--- config.mk ---
export PLATFORM = sky130hd
export DESIGN_NAME = m_uxa_ps2_rxq_flat
export DESIGN_NICKNAME = d
export VERILOG_FILES = /design/src/rtl/m_uxa_ps2_rxq_pkg.sv /design/src/rtl/m_uxa_ps2_rxq_if.sv /design/src/rtl/m_uxa_ps2_rxq_sync.sv /design/src/rtl/m_uxa_ps2_rxq.sv /design/src/flat_wrapper.sv
export SDC_FILE = /design/constraint.sdc
export NUM_CORES = 1
export LEC_CHECK = 0
export ABC_AREA = 1
export BUFFER_PORTS_ARGS = -buffer_cell sky130_fd_sc_hd__buf_2
export CAP_MARGIN = 5
export CELL_PAD_IN_SITES_DETAIL_PLACEMENT = 1
export CELL_PAD_IN_SITES_GLOBAL_PLACEMENT = 2
export CORE_MARGIN = 2
export CORE_UTILIZATION = 45
export DETAILED_ROUTE_END_ITERATION = 6
export GPL_ROUTABILITY_DRIVEN = 0
export GPL_TIMING_DRIVEN = 1
export PLACE_DENSITY_LB_ADDON = 0.1
export SLEW_MARGIN = 20
export SYNTH_ARGS = -nofsm -noshare
export SYNTH_HDL_FRONTEND = slang
export SYNTH_SLANG_ARGS = --single-unit
--- constraint.sdc ---
create_clock -name sys_clk_i -period 4.85 [get_ports sys_clk_i]
set_clock_uncertainty 0.15 [all_clocks]
set_input_delay 0.2425 -clock sys_clk_i [delete_from_list [all_inputs] [get_ports sys_clk_i]]
set_output_delay 0.2425 -clock sys_clk_i [all_outputs]
set_load 0.1 [all_outputs]
--- src/rtl/m_uxa_ps2_rxq_pkg.sv ---
// ============================================================================
// Module      : uxa_ps2_pkg
// Description : Shared constants for the UXA PS/2 receive queue.
// Revision    : 1.0 - initial release
// ============================================================================
`default_nettype none

package uxa_ps2_pkg;

    localparam int c_DEF_DATA_W     = 8;
    localparam int c_DEF_DEPTH_LOG2 = 4;

    // One-hot receive sequencer states
    localparam logic [3:0] S_IDLE  = 4'b0001;
    localparam logic [3:0] S_WRITE = 4'b0010;
    localparam logic [3:0] S_CLEAR = 4'b0100;
    localparam logic [3:0] S_HOLD  = 4'b1000;

endpackage

`default_nettype wire

--- src/rtl/m_uxa_ps2_rxq_if.sv ---
// ============================================================================
// Module      : m_uxa_ps2_rxq_if
// Description : Bus-side pop/status interface of the PS/2 receive queue.
// Revision    : 1.0 - initial release
// ============================================================================
`default_nettype none

interface m_uxa_ps2_rxq_if
    import uxa_ps2_pkg::*;
#(
    parameter int DATA_W     = c_DEF_DATA_W,
    parameter int DEPTH_LOG2 = c_DEF_DEPTH_LOG2
);
    logic                  rd_i;
    logic                  ovr_clr_i;
    logic [DATA_W-1:0]     data_o;
    logic                  empty_o;
    logic                  full_o;
    logic [DEPTH_LOG2:0]   count_o;
    logic                  overrun_o;

    modport master (
        output rd_i, ovr_clr_i,
        input  data_o, empty_o, full_o, count_o, overrun_o
    );

    modport slave (
        input  rd_i, ovr_clr_i,
        output data_o, empty_o, full_o, count_o, overrun_o
    );
endinterface

`default_nettype wire

--- src/rtl/m_uxa_ps2_rxq_sync.sv ---
// ============================================================================
// Module      : m_uxa_ps2_sync
// Description : Multi-flop level synchroniser with rising-edge detect.
// Revision    : 1.0 - initial release
// ============================================================================
`default_nettype none

module m_uxa_ps2_sync #(
    parameter int SYNC_STAGES = 2
) (
    input  wire logic clk,
    input  wire logic rst,
    input  wire logic i_async,
    output logic      o_sync,
    output logic      o_rise
);
    logic [SYNC_STAGES-1:0] r_sync;
    logic                   r_edge;

    always_ff @(posedge clk or posedge rst) begin
        if (rst) begin
            r_sync <= '0;
            r_edge <= 1'b0;
        end else begin
            r_sync <= {r_sync[SYNC_STAGES-2:0], i_async};
            r_edge <= r_sync[SYNC_STAGES-1];
        end
    end

    assign o_sync = r_sync[SYNC_STAGES-1];
    assign o_rise = r_sync[SYNC_STAGES-1] & ~r_edge;
endmodule

`default_nettype wire

--- src/rtl/m_uxa_ps2_rxq.sv ---
// ============================================================================
// Module      : m_uxa_ps2_rxq
// Description : PS/2 receive queue: frame capture FSM plus FWFT FIFO.
//               Optional build macro: UXA_PS2_RXQ_OVERWRITE_EN.
// Revision    : 1.0 - initial release
// ============================================================================
`default_nettype none

module m_uxa_ps2_rxq
    import uxa_ps2_pkg::*;
#(
    parameter int DATA_W      = c_DEF_DATA_W,
    parameter int DEPTH_LOG2  = c_DEF_DEPTH_LOG2,
    parameter int SYNC_STAGES = 2
) (
    input  wire logic              sys_clk_i,
    input  wire logic              sys_reset_i,
    input  wire logic              frame_i,
    input  wire logic [DATA_W-1:0] data_i,
    output logic                   deser_reset_o,
    m_uxa_ps2_rxq_if.slave         bus
);
    localparam int                  c_DEPTH    = 1 << DEPTH_LOG2;
    localparam logic [DEPTH_LOG2:0] c_FULL_CNT = (DEPTH_LOG2+1)'(c_DEPTH);
    localparam logic [DEPTH_LOG2:0] c_CNT_ONE  = (DEPTH_LOG2+1)'(1);

    logic [3:0]            r_state;
    logic [3:0]            w_state_nxt;
    logic [DATA_W-1:0]     r_mem [c_DEPTH];
    logic [DEPTH_LOG2-1:0] r_wp;
    logic [DEPTH_LOG2-1:0] r_rp;
    logic [DEPTH_LOG2:0]   r_count;
    logic                  r_ovr;

    logic w_sync;
    logic w_rise;
    logic w_full;
    logic w_empty;
    logic w_slot;
    logic w_pop;
    logic w_push;
    logic w_drop;
    logic w_ovwr;

    m_uxa_ps2_sync #(
        .SYNC_STAGES (SYNC_STAGES)
    ) u_frame_sync (
        .clk     (sys_clk_i),
        .rst     (sys_reset_i),
        .i_async (frame_i),
        .o_sync  (w_sync),
        .o_rise  (w_rise)
    );

    always_comb begin
        w_state_nxt = r_state;
        case (r_state)
            S_IDLE:  if (w_rise) w_state_nxt = S_WRITE;
            S_WRITE: w_state_nxt = S_CLEAR;
            S_CLEAR: w_state_nxt = S_HOLD;
            // A lingering frame level must drop before another capture
            S_HOLD:  if (!w_sync) w_state_nxt = S_IDLE;
            default: w_state_nxt = S_IDLE;
        endcase
    end

    always_ff @(posedge sys_clk_i or posedge sys_reset_i) begin
        if (sys_reset_i) r_state <= S_IDLE;
        else             r_state <= w_state_nxt;
    end

    assign w_full  = (r_count == c_FULL_CNT);
    assign w_empty = (r_count == '0);
    assign w_slot  = (r_state == S_WRITE);
    assign w_pop   = bus.rd_i & ~w_empty;
    // A concurrent pop frees a slot, so a write while full still lands
    assign w_push  = w_slot & (~w_full | w_pop);
    assign w_drop  = w_slot & w_full & ~w_pop;

`ifdef UXA_PS2_RXQ_OVERWRITE_EN
    assign w_ovwr = w_drop;
`else
    assign w_ovwr = 1'b0;
`endif

    always_ff @(posedge sys_clk_i) begin
        if (w_push | w_ovwr) r_mem[r_wp] <= data_i;
    end

    always_ff @(posedge sys_clk_i or posedge sys_reset_i) begin
        if (sys_reset_i) begin
            r_wp    <= '0;
            r_rp    <= '0;
            r_count <= '0;
            r_ovr   <= 1'b0;
        end else begin
            if (w_push | w_ovwr) r_wp <= r_wp + 1'b1;
            if (w_pop  | w_ovwr) r_rp <= r_rp + 1'b1;
            case ({w_push, w_pop})
                2'b10:   r_count <= r_count + c_CNT_ONE;
                2'b01:   r_count <= r_count - c_CNT_ONE;
                default: r_count <= r_count;
            endcase
            if (w_drop)             r_ovr <= 1'b1;
            else if (bus.ovr_clr_i) r_ovr <= 1'b0;
        end
    end

    assign deser_reset_o = (r_state == S_CLEAR);
    assign bus.data_o    = r_mem[r_rp];
    assign bus.empty_o   = w_empty;
    assign bus.full_o    = w_full;
    assign bus.count_o   = r_count;
    assign bus.overrun_o = r_ovr;
endmodule

`default_nettype wire

--- src/flat_wrapper.sv ---
// flat-port wrapper written by rule: the top's interface ports become plain ports
module m_uxa_ps2_rxq_flat import uxa_ps2_pkg::*;
#(
    parameter int DATA_W      = c_DEF_DATA_W,
    parameter int DEPTH_LOG2  = c_DEF_DEPTH_LOG2,
    parameter int SYNC_STAGES = 2
)
  (sys_clk_i, sys_reset_i, frame_i, data_i, deser_reset_o, bus_rd_i, bus_ovr_clr_i, bus_data_o, bus_empty_o, bus_full_o, bus_count_o, bus_overrun_o);
  m_uxa_ps2_rxq_if #(.DATA_W(DATA_W), .DEPTH_LOG2(DEPTH_LOG2)) bus_i ();
  input  wire logic sys_clk_i;
  input  wire logic sys_reset_i;
  input  wire logic frame_i;
  input  wire logic [DATA_W-1:0] data_i;
  output logic deser_reset_o;
  input wire logic [$bits(bus_i.rd_i)-1:0] bus_rd_i;
  input wire logic [$bits(bus_i.ovr_clr_i)-1:0] bus_ovr_clr_i;
  output wire logic [$bits(bus_i.data_o)-1:0] bus_data_o;
  output wire logic [$bits(bus_i.empty_o)-1:0] bus_empty_o;
  output wire logic [$bits(bus_i.full_o)-1:0] bus_full_o;
  output wire logic [$bits(bus_i.count_o)-1:0] bus_count_o;
  output wire logic [$bits(bus_i.overrun_o)-1:0] bus_overrun_o;
  assign bus_i.rd_i = bus_rd_i;
  assign bus_i.ovr_clr_i = bus_ovr_clr_i;
  assign bus_data_o = bus_i.data_o;
  assign bus_empty_o = bus_i.empty_o;
  assign bus_full_o = bus_i.full_o;
  assign bus_count_o = bus_i.count_o;
  assign bus_overrun_o = bus_i.overrun_o;
  m_uxa_ps2_rxq #(.DATA_W(DATA_W), .DEPTH_LOG2(DEPTH_LOG2), .SYNC_STAGES(SYNC_STAGES)) u_core (.sys_clk_i(sys_clk_i), .sys_reset_i(sys_reset_i), .frame_i(frame_i), .data_i(data_i), .deser_reset_o(deser_reset_o), .bus(bus_i));
endmodule
Yosys cells after proc, flatten, opt, wreduce, memory -nomap -nowiden. Memory sizes are Yosys's and may differ from the RTL's. Index checks and enable logic that the tools add are counted.

Bits in writable memories: 128. Input bits: 13. Logic and storage cells: 43. Memories kept: 1. Register bits after elaboration: 21.

Memory list: u_core.r_mem (words 16, bits a word 8, rd ports 1, clocked after memory_dff 0, wr ports 1, RTL line m_uxa_ps2_rxq.sv:29) `logic [DATA_W-1:0] r_mem [c_DEPTH];`.

Equality and inequality tests: 9. $add $sub $neg: 4. Reductions and logical operators: 4. Mux-type cells: 8. Bitwise operators: 10.

Operators by type and width (number): 4-bit one-hot mux with 4 select lines (1); 5-bit one-hot mux with 2 select lines (1); 4-bit by 1-bit adder with 4-bit output, second input constant (2); 4-bit 2-to-1 mux (2); 5-bit by 1-bit adder with 5-bit output, second input constant (1); 1-bit AND (5); 5-bit == test, second input constant (1); 5-bit zero test (1); 5-bit by 1-bit subtractor with 5-bit output, second input constant (1); 4-bit by 1-bit == test with 1-bit output, second input constant (1); 4-bit by 2-bit == test with 1-bit output, second input constant (1); 4-bit by 3-bit == test with 1-bit output, second input constant (1); 4-bit == test, second input constant (1); 1-bit 2-to-1 mux (4); 2-bit != test, second input constant (2); 1-bit NOT (4); 2-bit nonzero test (2); 2-bit by 1-bit == test with 1-bit output, second input constant (1); 2-bit == test, second input constant (1); 2-bit AND reduction (1); 1-bit bitwise OR (1).

Depth between registers and ports, before layout.
Depth after elaboration: 7. Mapped depth: 17. Depth with buffers taken out: 17.

By module. A second synthesis with hierarchy kept.

Cell total of the unflattened synthesis: 542. Area total of the unflattened synthesis: 6468.7 µm².

By module, submodules not included: m_uxa_ps2_rxq (times used 1, sequential area each 4295.4 µm², cells each 536, area each 6379.9 µm²); m_uxa_ps2_sync (times used 1, sequential area each 75.1 µm², cells each 6, area each 88.8 µm²).

Least setup slack after synthesis. No wires, ideal clock.

Path type: register to register. From: reg u_core.r_count[4], in the netlist u_core.bus.count_o[4]. To: reg u_core.r_count[4], in the netlist u_core.bus.count_o[4]. Data required time: 4.580 ns. Data arrival time: 3.387 ns. Cell stages (with the launch flop): 16. Path slack: 1.193 ns. Path through: dfrtp_1 inv_1 nor2_2 nand2_4 nand2_4 ha_1 nand2_1 inv_1 nor2_1 ha_1 inv_1 nand2_1 nand3_1 nand3b_1 nand3_1 nand2_1.

Elaborated cells on any way between the ends: 13.

RTL lines: from (decl) (RTL line m_uxa_ps2_rxq.sv:32) `logic [DEPTH_LOG2:0] r_count;`; from (signal assigned) (RTL line m_uxa_ps2_rxq.sv:100) `2'b10: r_count <= r_count + c_CNT_ONE;`; from (signal assigned) (RTL line m_uxa_ps2_rxq.sv:101) `2'b01: r_count <= r_count - c_CNT_ONE;`; from (signal assigned) (RTL line m_uxa_ps2_rxq.sv:102) `default: r_count <= r_count;`; 5-bit == test (*) (RTL line m_uxa_ps2_rxq.sv:72) `assign w_full = (r_count == c_FULL_CNT);`; via bus_full_o (RTL line flat_wrapper.sv:19) `output wire logic [$bits(bus_i.full_o)-1:0] bus_full_o;`; 1-bit NOT (*) (RTL line m_uxa_ps2_rxq.sv:77) `assign w_push = w_slot & (~w_full | w_pop);`; 1-bit bitwise OR (*) (RTL line m_uxa_ps2_rxq.sv:77); 1-bit AND (*) (RTL line m_uxa_ps2_rxq.sv:77); 2-bit by 1-bit == test with 1-bit output / 2-bit == test (equally long branches) (RTL line m_uxa_ps2_rxq.sv:99) `case ({w_push, w_pop})`; 5-bit one-hot mux with 2 select lines / 2-bit nonzero test (equally long branches).

Mark *: on every way through the listed nets, which the timed path passes. The rest lies on a longest branch. A chain may end at the register's enable or synchronous reset.

Final worst setup path.
From: reg u_core.r_rp[2]. To: out bus_data_o[6].

Longest elaborated chain between the ends: 1.

Ends and longest elaborated chain: from (decl) (RTL line m_uxa_ps2_rxq.sv:31) `logic [DEPTH_LOG2-1:0] r_rp;`; from (signal assigned) (RTL line m_uxa_ps2_rxq.sv:98) `if (w_pop | w_ovwr) r_rp <= r_rp + 1'b1;`; memory read 16 x 8 bit; to (decl) (RTL line flat_wrapper.sv:17) `output wire logic [$bits(bus_i.data_o)-1:0] bus_data_o;`.

Every way passes these cells.

==> impl_metrics.toml <==
[synth]
synth_common_cells = "edfxtp_1 (128), nand2_1 (99), inv_1 (96)"
synthCells = 572
synth_top_area_share_pct = 59.2
synth_warnings = 0
synth_seq_area_share_pct = 67.3
ys_top_cells_by_area = "edfxtp_1 (59%), dfrtp_1 (7.7%), o211ai_1 (6.2%)"
async_flop_share_pct = 14.1
ys_ff_latch = 149
synth_flop_cell = "edfxtp_1"
synth_cell_types = 26
synth_area_um2 = 6500
yosys.area.top_type = "edfxtp_1"
synth_edf_count = 128
syn-num-nets = 594
syn_avg_cell_area_um2 = 11.4
yosysMostFrequentCell = "edfxtp_1"

[final_layout]
drive_above_1_share_pct = 11.1
final_util_pct = 52.6
diodes = 0
final_area_um2 = 7360
syn2layout_area_growth_pct = 13.3
stdcell_count = 792
final_nets = 621

[floorplan]
die_x_um = 124
fp-row-count = 43
initial_core_util_pct = 46.4
core_area_um2 = 14000
die_h_um = 124
die_area_um2 = 15400
io_pins = 30

[sta]
drv_slew = 0
setup_viol = 0
tns_ns = 0
grt_setup_unrepaired = "no"
fmax_mhz = 322
layout_min_cycle_time_ns = 3.11
max_slew.worst_pin.slew_ns = 1.06
whs_ns = 0.0591
relSlewSlack_pct = 29.3
period_share_pct = 64.0
setup_slack_ns = 1.74
hold_viol_final = 0

[route]
wirelength_um = 15600
via_count = 4208
dr.pass1.iters = 4
drt-initial-drc-count = 349
antenna_left = 0
drc_errors = 0
viasPerCell = 5.31
wl_per_cell_um = 19.8

[cts]
cts_tree = "built"
cts_root_buf = "clkbuf_16"
cts_buffers = 17
worstSkewPairLatency_ns = 0.42
htreeDepth = 4
cts_setup_buffers = 0
clockBufferDepth = 2
cts_hold_buffers = 3
path_clk_slew_ns = 0.06
cts_sinks = 149
cts.repair.resized = 0

[placed_design]
dp.cells = 756
place_hpwl_um = 10100
post-place-ws_ns = 2.11
place_area_um2 = 6740
portBuffers = 29

[pwr]
leakagePower_nw = 2.93
max-vdd-ir-drop_mv = 0.444
p_per_area_nw_per_um2 = 671
total_power_mw = 4.94

[worst_setup_path]
reg2reg_depth = 16
cp.arrival_ns = 2.71
path_class = "reg2out"
critPathRequiredTime_ns = 4.46
cp-start-kind = "flip-flop"
cp_max_fo = 19
end_kind = "primary output"

[worst_hold_path]
hp-class = "in2reg"
holdPathStages = 3

[global_routing]
grt_pass1_wl_um = 24300
antenna_found_initial = 0
grt_pass1_vias = 4444
grt_max_degree = 113
track_usage_pct = 22.1
overflow = 0

[flow_run]
maxCapViolCount = 0

[run_status]
run_status = "finished, final reports clean"
registers in the layout, summed over array words and instances, names as in the netlist:
register and cells:
u_core.bus.count_o 5, u_core.bus.overrun_o 1, u_core.r_wp 4, u_core.u_frame_sync.r_sync 2, u_core.r_rp 4, u_core.r_mem 128, u_core.u_frame_sync.r_edge 1, u_core.r_state 4
final cells by class:
type | count | area (um^2)
flip-flops and latches | 149 | 4370
multi-input cells | 299 | 1610
repair buffers | 35 | 218
clock inverters | 13 | 133
clock buffers | 19 | 433
well taps | 180 | 225
inverters | 97 | 364
fillers | 1505 | 6630
report_power, final:
part	switching [mW]	internal, mW	leakage (nW)
clock network	0.516	0.755	0.273
registers	0.148	1.49	1.41
logic	1.56	0.471	1.25
total	2.22	2.72	2.93
kinds of logic after synthesis:
| family | count (synthesis) | share of synthesized area (%) |
|---|---|---|
| compound gates | 81 | 8.36 |
| flops | 149 | 67.3 |
| xor+xnor | 8 | 1.08 |
| buf+inv | 124 | 7.90 |
| fa+ha+maj | 9 | 1.73 |
| simple gates | 201 | 13.7 |
cell usage in the layout, fill, tap and decap left out, drive strengths merged:
master,n
nor3,3
nand2,102
inv,98
clkinvlp,2
edfxtp,128
o21bai,1
o21ai,16
bufinv,2
xnor2,3
nand4,1
nand3b,2
xor2,5
a21oi,10
o211ai,54
clkbuf,19
ha,9
nor2,26
nand3,67
clkinv,8
dlygate4sd3,3
dfrtp,20
buf,32
dfstp,1
per-layer routing:
layer	global-route usage, %	part of all wire [%]	routed length (um)
met1	27.0	44	6900
met2	38.6	53	8260
met3	5.27	2.5	387
met4	7.30	0.64	100
met5	0	0	0
final timing paths:
check | start | end | slack, ns
max | u_core.r_rp[2]$_DFFE_PP0P_ | bus_data_o[6] | 1.74
min | bus_rd_i | u_core.r_rp[0]$_DFFE_PP0P_ | 0.06
max reg2reg | u_core.bus.count_o[2]$_DFFE_PP0P_ | u_core.bus.count_o[4]$_DFFE_PP0P_ | 2.18
min reg2reg | u_core.u_frame_sync.r_sync[0]$_DFF_PP0_ | u_core.u_frame_sync.r_sync[1]$_DFF_PP0_ | 0.21
max in group asynchronous | sys_reset_i | u_core.r_rp[0]$_DFFE_PP0P_ | 3.46
min in group asynchronous | sys_reset_i | u_core.r_rp[0]$_DFFE_PP0P_ | 0.43
worst max-delay path, stage by stage, from the launching register on:
cell	delay, ns
dfrtp_1	0.87
inv_1	0.49
nand3_1	0.28
nand3_1	0.13
nand2_1	0.09
buf_2	0.42
Power figures use the tool's default switching activity.
